--- src/rtl/riscv_core_hazard_pkg.sv ---
// Shared constants for the RV64 hazard controller.
// Stage/flush bit positions and the forward-select width helper.
package riscv_core_hazard_pkg;

  localparam int unsigned ST_IF  = 0;
  localparam int unsigned ST_ID  = 1;
  localparam int unsigned ST_EX  = 2;
  localparam int unsigned ST_MEM = 3;
  localparam int unsigned ST_WB  = 4;
  localparam int unsigned NUM_ST = 5;

  localparam int unsigned FL_ID  = 0;
  localparam int unsigned FL_EX  = 1;
  localparam int unsigned FL_MEM = 2;
  localparam int unsigned FL_WB  = 3;
  localparam int unsigned NUM_FL = 4;

  function automatic int unsigned sel_w(
    input int unsigned n
  );
    return $clog2(n + 1);
  endfunction

endpackage

--- src/rtl/riscv_core_hazard_scoreboard.sv ---
// Pending-writeback scoreboard for long-latency results.
// Tracks busy registers, outstanding count and RAW/WAW/full stalls.
module riscv_core_hazard_scoreboard
  import riscv_core_hazard_pkg::*;
#(
  parameter int unsigned REG_W    = 5,
  parameter int unsigned MAX_PEND = 4,
  parameter int unsigned CNT_W    = $clog2(MAX_PEND + 1)
) (
  input  logic             clk_i,
  input  logic             rst_ni,
  input  logic [REG_W-1:0] rs1_i,
  input  logic [REG_W-1:0] rs2_i,
  input  logic [REG_W-1:0] rd_i,
  input  logic             issue_i,
  input  logic             stall_id_i,
  input  logic             done_i,
  input  logic [REG_W-1:0] done_rd_i,
  output logic             sb_stall_o,
  output logic [CNT_W-1:0] cnt_o
);

  localparam int unsigned NUM_REGS = 2 ** REG_W;
  localparam logic [CNT_W-1:0] FULL = CNT_W'(MAX_PEND);
  localparam logic [CNT_W-1:0] ONE  = CNT_W'(1);

  logic [NUM_REGS-1:0] pend_q, pend_d;
  logic [CNT_W-1:0]    cnt_q, cnt_d;
  logic                acc;
  logic                done_ok;
  logic                raw, waw, full;

  assign acc     = issue_i & ~stall_id_i
                 & (rd_i != '0);
  assign done_ok = done_i & pend_q[done_rd_i];

  assign raw  = pend_q[rs1_i] | pend_q[rs2_i];
  assign waw  = issue_i & pend_q[rd_i];
  assign full = issue_i & (cnt_q == FULL);

  assign sb_stall_o = raw | waw | full;
  assign cnt_o      = cnt_q;

  always_comb begin
    pend_d = pend_q;
    cnt_d  = cnt_q;
    if (done_ok) pend_d[done_rd_i] = 1'b0;
    if (acc)     pend_d[rd_i]      = 1'b1;
    if (acc && !done_ok)      cnt_d = cnt_q + ONE;
    else if (done_ok && !acc) cnt_d = cnt_q - ONE;
  end

  always_ff @(posedge clk_i or negedge rst_ni) begin
    if (!rst_ni) begin
      pend_q <= '0;
      cnt_q  <= '0;
    end else begin
      pend_q <= pend_d;
      cnt_q  <= cnt_d;
    end
  end

endmodule

--- src/rtl/riscv_core_hazard_ctrl.sv ---
// Pipeline hazard controller: forwarding, load-use, scoreboard,
// stall/flush generation with flush holdover and stall watchdog.
module riscv_core_hazard_ctrl
  import riscv_core_hazard_pkg::*;
#(
  parameter int unsigned NUM_FWD  = 2,
  parameter int unsigned REG_W    = 5,
  parameter int unsigned MAX_PEND = 4,
  parameter int unsigned WDOG_CYC = 1024,
  parameter int unsigned SEL_W    = sel_w(NUM_FWD),
  parameter int unsigned CNT_W    = $clog2(MAX_PEND + 1)
) (
  input  logic                     i_clk,
  input  logic                     i_rst_n,
  input  logic [REG_W-1:0]         i_hazard_ctrl_rs1_id,
  input  logic [REG_W-1:0]         i_hazard_ctrl_rs2_id,
  input  logic [REG_W-1:0]         i_hazard_ctrl_rd_id,
  input  logic [REG_W-1:0]         i_hazard_ctrl_rs1_ex,
  input  logic [REG_W-1:0]         i_hazard_ctrl_rs2_ex,
  input  logic [REG_W-1:0]         i_hazard_ctrl_rd_ex,
  input  logic                     i_hazard_ctrl_load_ex,
  input  logic [NUM_FWD*REG_W-1:0] i_hazard_ctrl_fwd_rd,
  input  logic [NUM_FWD-1:0]       i_hazard_ctrl_fwd_we,
  input  logic                     i_hazard_ctrl_lat_issue,
  input  logic                     i_hazard_ctrl_lat_done,
  input  logic [REG_W-1:0]         i_hazard_ctrl_lat_done_rd,
  input  logic                     i_hazard_ctrl_pcsrc_ex,
  input  logic                     i_hazard_ctrl_icache_stall,
  input  logic                     i_hazard_ctrl_dcache_stall,
  input  logic [NUM_FL-1:0]        i_hazard_ctrl_csr_flush,
  output logic [SEL_W-1:0]         o_hazard_ctrl_fwda_ex,
  output logic [SEL_W-1:0]         o_hazard_ctrl_fwdb_ex,
  output logic [NUM_ST-1:0]        o_hazard_ctrl_stall,
  output logic [NUM_FL-1:0]        o_hazard_ctrl_flush,
  output logic [CNT_W-1:0]         o_hazard_ctrl_pend_cnt,
  output logic                     o_hazard_ctrl_timeout
);

  localparam int unsigned WD_W = $clog2(WDOG_CYC + 1);
  localparam logic [WD_W-1:0] WD_MAX  = WD_W'(WDOG_CYC);
  localparam logic [WD_W-1:0] WD_LAST = WD_W'(WDOG_CYC - 1);
  localparam logic [WD_W-1:0] WD_ONE  = WD_W'(1);

  logic [REG_W-1:0]  rs1_ex, rs2_ex, rd_ex;
  logic [SEL_W-1:0]  fwda, fwdb;
  logic              loaduse;
  logic              sb_stall;
  logic              dc, ic;
  logic [NUM_ST-1:0] stall;
  logic [NUM_FL-1:0] req, fl_stall;
  logic [NUM_FL-1:0] hold_q, hold_d;
  logic [WD_W-1:0]   wd_q, wd_d;
  logic              to_q, to_d;

  assign rs1_ex = i_hazard_ctrl_rs1_ex;
  assign rs2_ex = i_hazard_ctrl_rs2_ex;
  assign rd_ex  = i_hazard_ctrl_rd_ex;
  assign dc     = i_hazard_ctrl_dcache_stall;
  assign ic     = i_hazard_ctrl_icache_stall;

  // Walk oldest to youngest so the youngest match wins.
  always_comb begin
    fwda = '0;
    fwdb = '0;
    for (int k = NUM_FWD; k >= 1; k--) begin
      if (i_hazard_ctrl_fwd_we[k-1]) begin
        if (rs1_ex != '0 &&
            i_hazard_ctrl_fwd_rd[(k-1)*REG_W +: REG_W]
              == rs1_ex)
          fwda = SEL_W'(k);
        if (rs2_ex != '0 &&
            i_hazard_ctrl_fwd_rd[(k-1)*REG_W +: REG_W]
              == rs2_ex)
          fwdb = SEL_W'(k);
      end
    end
  end

  assign o_hazard_ctrl_fwda_ex = fwda;
  assign o_hazard_ctrl_fwdb_ex = fwdb;

  assign loaduse = i_hazard_ctrl_load_ex
                 & (rd_ex != '0)
                 & ((i_hazard_ctrl_rs1_id == rd_ex)
                  | (i_hazard_ctrl_rs2_id == rd_ex));

  riscv_core_hazard_scoreboard #(
    .REG_W    (REG_W),
    .MAX_PEND (MAX_PEND),
    .CNT_W    (CNT_W)
  ) u_sb (
    .clk_i      (i_clk),
    .rst_ni     (i_rst_n),
    .rs1_i      (i_hazard_ctrl_rs1_id),
    .rs2_i      (i_hazard_ctrl_rs2_id),
    .rd_i       (i_hazard_ctrl_rd_id),
    .issue_i    (i_hazard_ctrl_lat_issue),
    .stall_id_i (stall[ST_ID]),
    .done_i     (i_hazard_ctrl_lat_done),
    .done_rd_i  (i_hazard_ctrl_lat_done_rd),
    .sb_stall_o (sb_stall),
    .cnt_o      (o_hazard_ctrl_pend_cnt)
  );

  always_comb begin
    stall         = '0;
    stall[ST_IF]  = loaduse | sb_stall | ic | dc;
    stall[ST_ID]  = loaduse | sb_stall | dc;
    stall[ST_EX]  = dc;
    stall[ST_MEM] = dc;
    stall[ST_WB]  = 1'b0;
  end

  always_comb begin
    req         = '0;
    req[FL_ID]  = i_hazard_ctrl_pcsrc_ex
                | i_hazard_ctrl_csr_flush[FL_ID];
    req[FL_EX]  = i_hazard_ctrl_pcsrc_ex | loaduse
                | sb_stall
                | i_hazard_ctrl_csr_flush[FL_EX];
    req[FL_MEM] = i_hazard_ctrl_csr_flush[FL_MEM];
    req[FL_WB]  = i_hazard_ctrl_csr_flush[FL_WB];
  end

  // Flush bit s targets the stage at stall bit s+1.
  assign fl_stall = stall[NUM_ST-1:ST_ID];
  assign hold_d   = (req | hold_q) & fl_stall;

  assign o_hazard_ctrl_stall = stall;
  assign o_hazard_ctrl_flush = (req | hold_q) & ~fl_stall;

  always_comb begin
    wd_d = wd_q;
    to_d = to_q;
    if (stall[ST_IF]) begin
      if (wd_q != WD_MAX)  wd_d = wd_q + WD_ONE;
      if (wd_q == WD_LAST) to_d = 1'b1;
    end else begin
      wd_d = '0;
    end
  end

  assign o_hazard_ctrl_timeout = to_q;

  always_ff @(posedge i_clk or negedge i_rst_n) begin
    if (!i_rst_n) begin
      hold_q <= '0;
      wd_q   <= '0;
      to_q   <= 1'b0;
    end else begin
      hold_q <= hold_d;
      wd_q   <= wd_d;
      to_q   <= to_d;
    end
  end

endmodule

--- config.mk ---
export PLATFORM = sky130hd
export DESIGN_NAME = riscv_core_hazard_ctrl
export DESIGN_NICKNAME = d
export VERILOG_FILES = /design/src/rtl/riscv_core_hazard_pkg.sv /design/src/rtl/riscv_core_hazard_scoreboard.sv /design/src/rtl/riscv_core_hazard_ctrl.sv
export SDC_FILE = /design/constraint.sdc
export NUM_CORES = 1
export LEC_CHECK = 0
export BUFFER_PORTS_ARGS = -buffer_cell sky130_fd_sc_hd__buf_2
export CAP_MARGIN = 20
export CORE_MARGIN = 1.5
export CORE_UTILIZATION = 56
export CTS_CLUSTER_SIZE = 10
export DETAILED_ROUTE_END_ITERATION = 7
export GPL_TIMING_DRIVEN = 0
export MAX_ROUTING_LAYER = met4
export PLACE_DENSITY = 0.81
export SLEW_MARGIN = 20
export SYNTH_ARGS = -nofsm -noshare
export SYNTH_HDL_FRONTEND = slang
export SYNTH_SLANG_ARGS = --single-unit
--- constraint.sdc ---
create_clock -name i_clk -period 3.75 [get_ports i_clk]
set_clock_uncertainty 0.05 [all_clocks]
set_input_delay 0.75 -clock i_clk [delete_from_list [all_inputs] [get_ports i_clk]]
set_output_delay 0.75 -clock i_clk [all_outputs]
set_load 0.01 [all_outputs]
Yosys cells after proc, flatten, opt, wreduce, memory -nomap -nowiden
Index checks and enable logic that the tools add are counted.
{"block": "word_totals", "regBits": 51, "input_bits": 59, "out_inout_bits": 17, "word_cells": 93}
{"block": "classes", "add_sub_neg": 3, "n_lt_le_gt_ge": 6, "eq_ne": 10, "n_mux": 26, "n_bitwise": 27, "n_reduce_logical": 16}
{"op": "two-way mux 32 bit", "count": 2}
{"op": "AND 32 bit", "count": 1}
{"op": "inverter 32 bit", "count": 1}
{"op": "OR 32 bit", "count": 1}
{"op": "== test 5 bit", "count": 6}
{"op": "< comparator 5 x 6 -> 1 bit (second input constant)", "count": 4}
{"op": "two-way mux 11 bit", "count": 2}
{"op": "binary-select mux 1 bit (select 5 bit)", "count": 4}
{"op": "nonzero test 5 bit", "count": 4}
{"op": "two-way mux 2 bit", "count": 8}
{"op": "OR 1 bit", "count": 12}
{"op": "adder 11 x 1 -> 11 bit (second input constant)", "count": 1}
{"op": "== test 11 x 10 -> 1 bit (second input constant)", "count": 1}
{"op": "!= test 11 bit (second input constant)", "count": 1}
{"op": "demux 1 bit (select 5 bit)", "count": 2}
{"op": ">= comparator 5 x 1 -> 1 bit (second input constant)", "count": 2}
{"op": "logical AND 1 bit", "count": 8}
{"op": "AND 1 bit", "count": 7}
{"op": "two-way mux 1 bit", "count": 6}
{"op": "two-way mux 3 bit", "count": 2}
{"op": "AND 4 x 3 -> 4 bit", "count": 1}
{"op": "AND 4 bit", "count": 1}
{"op": "inverter 3 -> 4 bit", "count": 1}
{"op": "OR 4 bit", "count": 1}
{"op": "8 further kinds", "count": 9}

Depth between registers and ports, before layout
{"block": "depth", "word_depth": 14, "ltp_mapped": 17}

Hierarchy
A second synthesis with hierarchy kept.
{"block": "unflattened", "hier_cells": 434, "hier_area_um2": 3971.3}
{"mod": "riscv_core_hazard_scoreboard", "n_inst": 1, "cells_per_inst": 301, "area_per_inst_um2": 2793.9, "seq_area_each_um2": 875.8}
{"mod": "riscv_core_hazard_ctrl", "n_inst": 1, "cells_per_inst": 133, "area_per_inst_um2": 1177.4, "seq_area_each_um2": 375.4}

Worst setup path before layout
Ideal clock, no wire load.
{"block": "synth_timing", "path_type": "in2reg", "start": "in i_hazard_ctrl_rs2_id[1]", "end": "reg u_sb.cnt_q[2], in the netlist u_sb.cnt_o[2]", "setup_ps": 79, "arrival_ps": 3831, "t_required_ps": 3621, "setup_slack_ps": -210, "path_stages": 17, "path_buffers": 4, "cell_sequence": "clkbuf_1 buf_2 mux4_2 o22ai_1 nor2_1 nor3_1 nand4_1 or4b_1 buf_2 buf_6 nor2_1 ha_1 inv_1 fa_1 xor2_1 nor2_1 xor2_1"}
{"block": "synth_via", "elab_chain_len": 13, "elab_cells_between_ends": 18, "classes_between": "eq/ne: 1; mux: 3; bitwise: 10; reduce/logical: 4"}
{"element": "start: declaration", "line_no": "riscv_core_hazard_ctrl.sv:16", "text": "input logic [REG_W-1:0] i_hazard_ctrl_rs2_id,"}
{"element": "binary-select mux 1 bit (select 5 bit)", "line_no": "riscv_core_hazard_scoreboard.sv:37", "text": "assign raw = pend_q[rs1_i] | pend_q[rs2_i];"}
{"element": "two-way mux 1 bit (not written as such)", "line_no": "riscv_core_hazard_scoreboard.sv:37"}
{"element": "OR 1 bit", "line_no": "riscv_core_hazard_scoreboard.sv:37"}
{"element": "OR 1 bit (2 in series)", "line_no": "riscv_core_hazard_scoreboard.sv:41", "text": "assign sb_stall_o = raw | waw | full;"}
{"element": "OR 1 bit * (2 in series)", "line_no": "riscv_core_hazard_ctrl.sv:108", "text": "stall[ST_ID] = loaduse | sb_stall | dc;"}
{"element": "inverter 1 bit *", "line_no": "riscv_core_hazard_scoreboard.sv:33", "text": "assign acc = issue_i & ~stall_id_i"}
{"element": "AND 1 bit *", "line_no": "riscv_core_hazard_scoreboard.sv:33"}
{"element": "AND 1 bit *", "line_no": "riscv_core_hazard_scoreboard.sv:34", "text": "& (rd_i != '0);"}
{"element": "zero test 1 bit", "line_no": "riscv_core_hazard_scoreboard.sv:50", "text": "else if (done_ok && !acc) cnt_d = cnt_q - ONE;"}
{"element": "logical AND 1 bit", "line_no": "riscv_core_hazard_scoreboard.sv:50"}
{"element": "nonzero test 2 bit (no line)"}
{"element": "end signal: assignment", "line_no": "riscv_core_hazard_scoreboard.sv:59", "text": "cnt_q <= cnt_d;"}
{"element": "end: declaration", "line_no": "riscv_core_hazard_scoreboard.sv:28", "text": "logic [CNT_W-1:0] cnt_q, cnt_d;"}
Every way passes the cells marked *; elsewhere a longest branch is shown, timed or not. The select of a mux whose other input is x is not followed.
A chain may end at the register's enable or synchronous reset.

Worst setup path in the final report
{"block": "layout_timing", "start": "in i_hazard_ctrl_rd_id[1]", "end": "out o_hazard_ctrl_stall[0]"}
{"block": "layout_via", "elab_chain_len": 8}
{"element": "start: declaration", "line_no": "riscv_core_hazard_ctrl.sv:17", "text": "input logic [REG_W-1:0] i_hazard_ctrl_rd_id,"}
{"element": "binary-select mux 1 bit (select 5 bit)", "line_no": "riscv_core_hazard_scoreboard.sv:38", "text": "assign waw = issue_i & pend_q[rd_i];"}
{"element": "two-way mux 1 bit (not written as such)", "line_no": "riscv_core_hazard_scoreboard.sv:38"}
{"element": "AND 1 bit", "line_no": "riscv_core_hazard_scoreboard.sv:38"}
{"element": "OR 1 bit (2 in series)", "line_no": "riscv_core_hazard_scoreboard.sv:41"}
{"element": "OR 1 bit (3 in series)", "line_no": "riscv_core_hazard_ctrl.sv:107", "text": "stall[ST_IF] = loaduse | sb_stall | ic | dc;"}
{"element": "end: declaration", "line_no": "riscv_core_hazard_ctrl.sv:33", "text": "output logic [NUM_ST-1:0] o_hazard_ctrl_stall,"}
No other way between the ends. The select of a mux whose other input is x is not followed.

==> results by group <==
Logic synthesis
  – Main synth FF type: dfrtp_1
  – Top-area cell type share of the netlist area: 0.3187
  – Synth Net Count: about 470
  – Synth area leaders: dfrtp_1, mux4_2, xnor2_1, o31ai_1, o21ai_0
  – Number of synthesized flops with an enable pin: 0
  – Ys Warns: 0
  – FF+latch count, synth: 50
  – Seq/Total Area, Yosys: 0.3187
  – Post-synthesis async set-or-reset flop share: 1.000
  – Post-Syn Instances: ~400
  – Post-synthesis area per instance: 9.767 um2
  – Area leader, netlist: dfrtp_1
  – Synth unique cells: 56
  – Post-Syn Area: 3926 um2

Global routing
  – GRT overflow: 0
  – Total track usage: 0.3296
  – Largest net degree at the start of global routing: 51
  – Initial antenna violation count: 0
  – Number of global-route vias before repair: 3680
  – First-pass GRT wire length: 18400 um

Critical path
  – CP Launch Type: input port
  – Crit Path Category: in2out
  – Worst path arrival time: 2.91 ns
  – Worst Path Required: 2.95 ns
  – Crit Path Max Fanout: 10
  – CP bufs+invs: 4
  – Slowest CP cell: mux4_1
  – CP cell instances: buf_12, mux4_1, and4b_1, a211oi_2, and4_4, nor2_2, nor4_4, buf_6, inv_1, buf_2
  – CP Capture Type: primary output
  – Crit path largest cell delay: 0.59 ns
  – Delay-heaviest family, CP: simple AND/OR/NAND/NOR gates

Timing
  – F_max: 269.8 MHz
  – Share of the clock period used by the worst path: 0.9883
  – Worst slew pin tran: 0.6319 ns
  – Final Slew Violations: 0
  – Min Tclk post-route: 3.706 ns
  – Final count of hold timing violations: 0
  – Setup ws final: 0.04371 ns
  – Max_slew headroom: 0.5788
  – Final Setup Violations: 0

Clocking
  – Clock Tree Buf Depth: 2
  – Hold buffer count at CTS: 0
  – Worst-Skew Late Latency: around 0.31 ns
  – Clk root buf: clkbuf_8
  – Worst-path clk slew: 0.10 ns
  – CTS tree: built
  – H-tree depth: 2
  – CTS Buf Count: 5
  – Clock sink count: 50

Floorplanning
  – Die width: approximately 87 um
  – I/O Pins: 76
  – Core Box Area: between 6000 and 7000 um2
  – Die height: 86.73 um
  – Die area: 7522 um2
  – Initial Util: 0.5779
  – Num rows: 30

Place
  – DP Cell Count: 562
  – Hpwl dp: 8354 um
  – Post-place setup slack: -0.6620 ns
  – RD Place Congestion: a little over 0.9
  – Port Buf Inserts: 64

Pwr
  – IR drop worst, VDD: 0.2912 mV
  – Leakage: ~0.0019 uW
  – PD cells: 411.3 nW/um2

Status
  – Outcome: finished clean

Detailed routing
  – Total Wirelength: 11380 um
  – Total number of vias: 3765
  – Initial DRC count: 418
  – Avg WL per Cell: 19.79 um
  – Drt pass-1 iters: 6
  – Routed Antenna Nets: 0
  – Via density: 6.548
  – DRC viols: 0

Final layout
  – N_diodes: 0
  – Filler cell count: 528
  – Finished Layout Cells: 575
  – Proportion of layout cells with a drive suffix above 1: 0.3048
  – Synth-to-layout area growth: 18.04%
  – Layout Nets: 542

Hold path
  – Hold Crit Class: in2async

Run
  – Max Cap Viol: 0
-- registers in the layout (all words and copies together), names as in the netlist --
signal	cells
o_hazard_ctrl_timeout	1
u_sb.cnt_o	3
hold_q	3
wd_q	11
u_sb.pend_q	32
-- stage by stage --
stage / total power [uW] / util / TNS, ns / hold WS, ns / area [um2]
2_1_floorplan: 1279 / - / -0.1263 / 0.4016 / 3958
3_3_place_gp: 1491 / 0.6473 / -1.682 / 0.4083 / 4398
3_5_place_dp: 1531 / 0.6473 / -1.900 / 0.4073 / 4398
4_1_cts: 1864 / 0.6726 / -0.07282 / 0.4336 / 4569
5_1_grt: 2016 / 0.6821 / -0.01366 / 0.4445 / 4634
6_report: 1906 / 0.6821 / 0 / 0.3932 / 4634
-- synthesized netlist by cell type (8+ instances only) --
library cell	count
xnor2_1	29
nor2_1	32
nand4_1	8
o31ai_1	27
nor4_1	8
nand3_1	13
mux2_2	8
dfrtp_1	50
clkbuf_1	14
inv_1	9
xor2_1	13
o21ai_0	32
nor3_1	9
nand2_1	16
mux4_2	17
mux2i_1	15
-- area by class of cell --
cell class	count	area, um2	share of cell area
Timing Repair Buffer	72	396.6	0.08558
Clock inverter	2	15.01	0.003240
Inverter	9	33.78	0.007289
Buffer	31	220.2	0.04752
Sequential cell	50	1251	0.2700
Clock buffer	5	68.82	0.01485
Tap cell	96	120.1	0.02592
Multi-Input combinational cell	310	2529	0.5456
-- kinds of logic after synthesis --
logic type	synth area share
compound gates	0.1641
other cells	0.0009551
mux	0.1788
fa+ha+maj	0.01466
flops	0.3187
xor+xnor	0.09369
simple gates	0.1743
buf+inv	0.05481
-- worst reg2reg max path, cell delays in order, from the launching register on --
cell and delay [ns]:
dfrtp_1 0.46, mux4_2 0.49, mux2_4 0.28, a211oi_2 0.21, and4_4 0.27, or4b_4 0.52
nor2_4 0.15, ha_4 0.14, inv_2 0.03, fa_2 0.33, xor2_1 0.19, nor2_1 0.08
xor2_1 0.16
-- placed cells by master (no fill, tap or decap), drive strengths merged, types with 2 or more instances in the layout --
| master | n |
|---|---|
| buf | 90 |
| dfrtp | 50 |
| o21ai | 32 |
| nor2 | 32 |
| o31ai | 30 |
| xnor2 | 29 |
| mux4 | 20 |
| clkbuf | 18 |
| nand2 | 16 |
| mux2i | 15 |
| nand3 | 13 |
| xor2 | 13 |
| nor3 | 9 |
| inv | 9 |
| nand4 | 8 |
| mux2 | 8 |
| nor4 | 8 |
| nor2b | 7 |
| o22ai | 7 |
| nand3b | 5 |
| nand2b | 4 |
| and3 | 4 |
| a32oi | 4 |
| a2111oi | 4 |
| or3 | 3 |
| a21oi | 3 |
| a211oi | 3 |
| ha | 3 |
| nor4b | 2 |
| a311oi | 2 |
| or3b | 2 |
| and3b | 2 |
| nand4b | 2 |
| or4 | 2 |
| clkinvlp | 2 |
| nor3b | 2 |
| and4 | 2 |
-- routing by layer --
layer / vias to the layer above / GRT usage / part of all wire
met5: - / - / 0
met4: 0 / 0.1334 / 0.040
met3: 50 / 0.06000 / 0.093
met2: 239 / 0.5199 / 0.47
met1: 1809 / 0.4226 / 0.39
li1: 1667 / - / -
-- final timing paths --
path / startpoint / to / slack, ns / depth (start not counted)
worst max register to register: u_sb.pend_q[0] / u_sb.cnt_o[2] / 0.28 / 12
max in group asynchronous: i_rst_n / u_sb.pend_q[18] / 2.82 / 1
worst min register to register: o_hazard_ctrl_timeout / o_hazard_ctrl_timeout / 0.43 / 1
min in group i_clk: o_hazard_ctrl_timeout / o_hazard_ctrl_timeout / 0.43 / 1
worst max-delay path: i_hazard_ctrl_rd_id[1] / o_hazard_ctrl_stall[0] / 0.04 / 10
worst min-delay path: i_rst_n / u_sb.pend_q[2] / 0.39 / 1
-- power by group --
group | internal, uW | total [uW] | switching [uW]
Sequential | 663 | 855 | 192
Combinational | 378 | 735 | 357
Clock | 128 | 316 | 188
-- timing repair --
item / 4_1_cts / 5_1_grt
pin swaps: 8 / 5
resized for setup: 17 / 22
setup buffers: 4 / 4
endpoints found under the setup margin: 4 / 7
endpoints found under the hold margin: 0 / 0
Note: power is estimated with default switching activity, not from simulation.
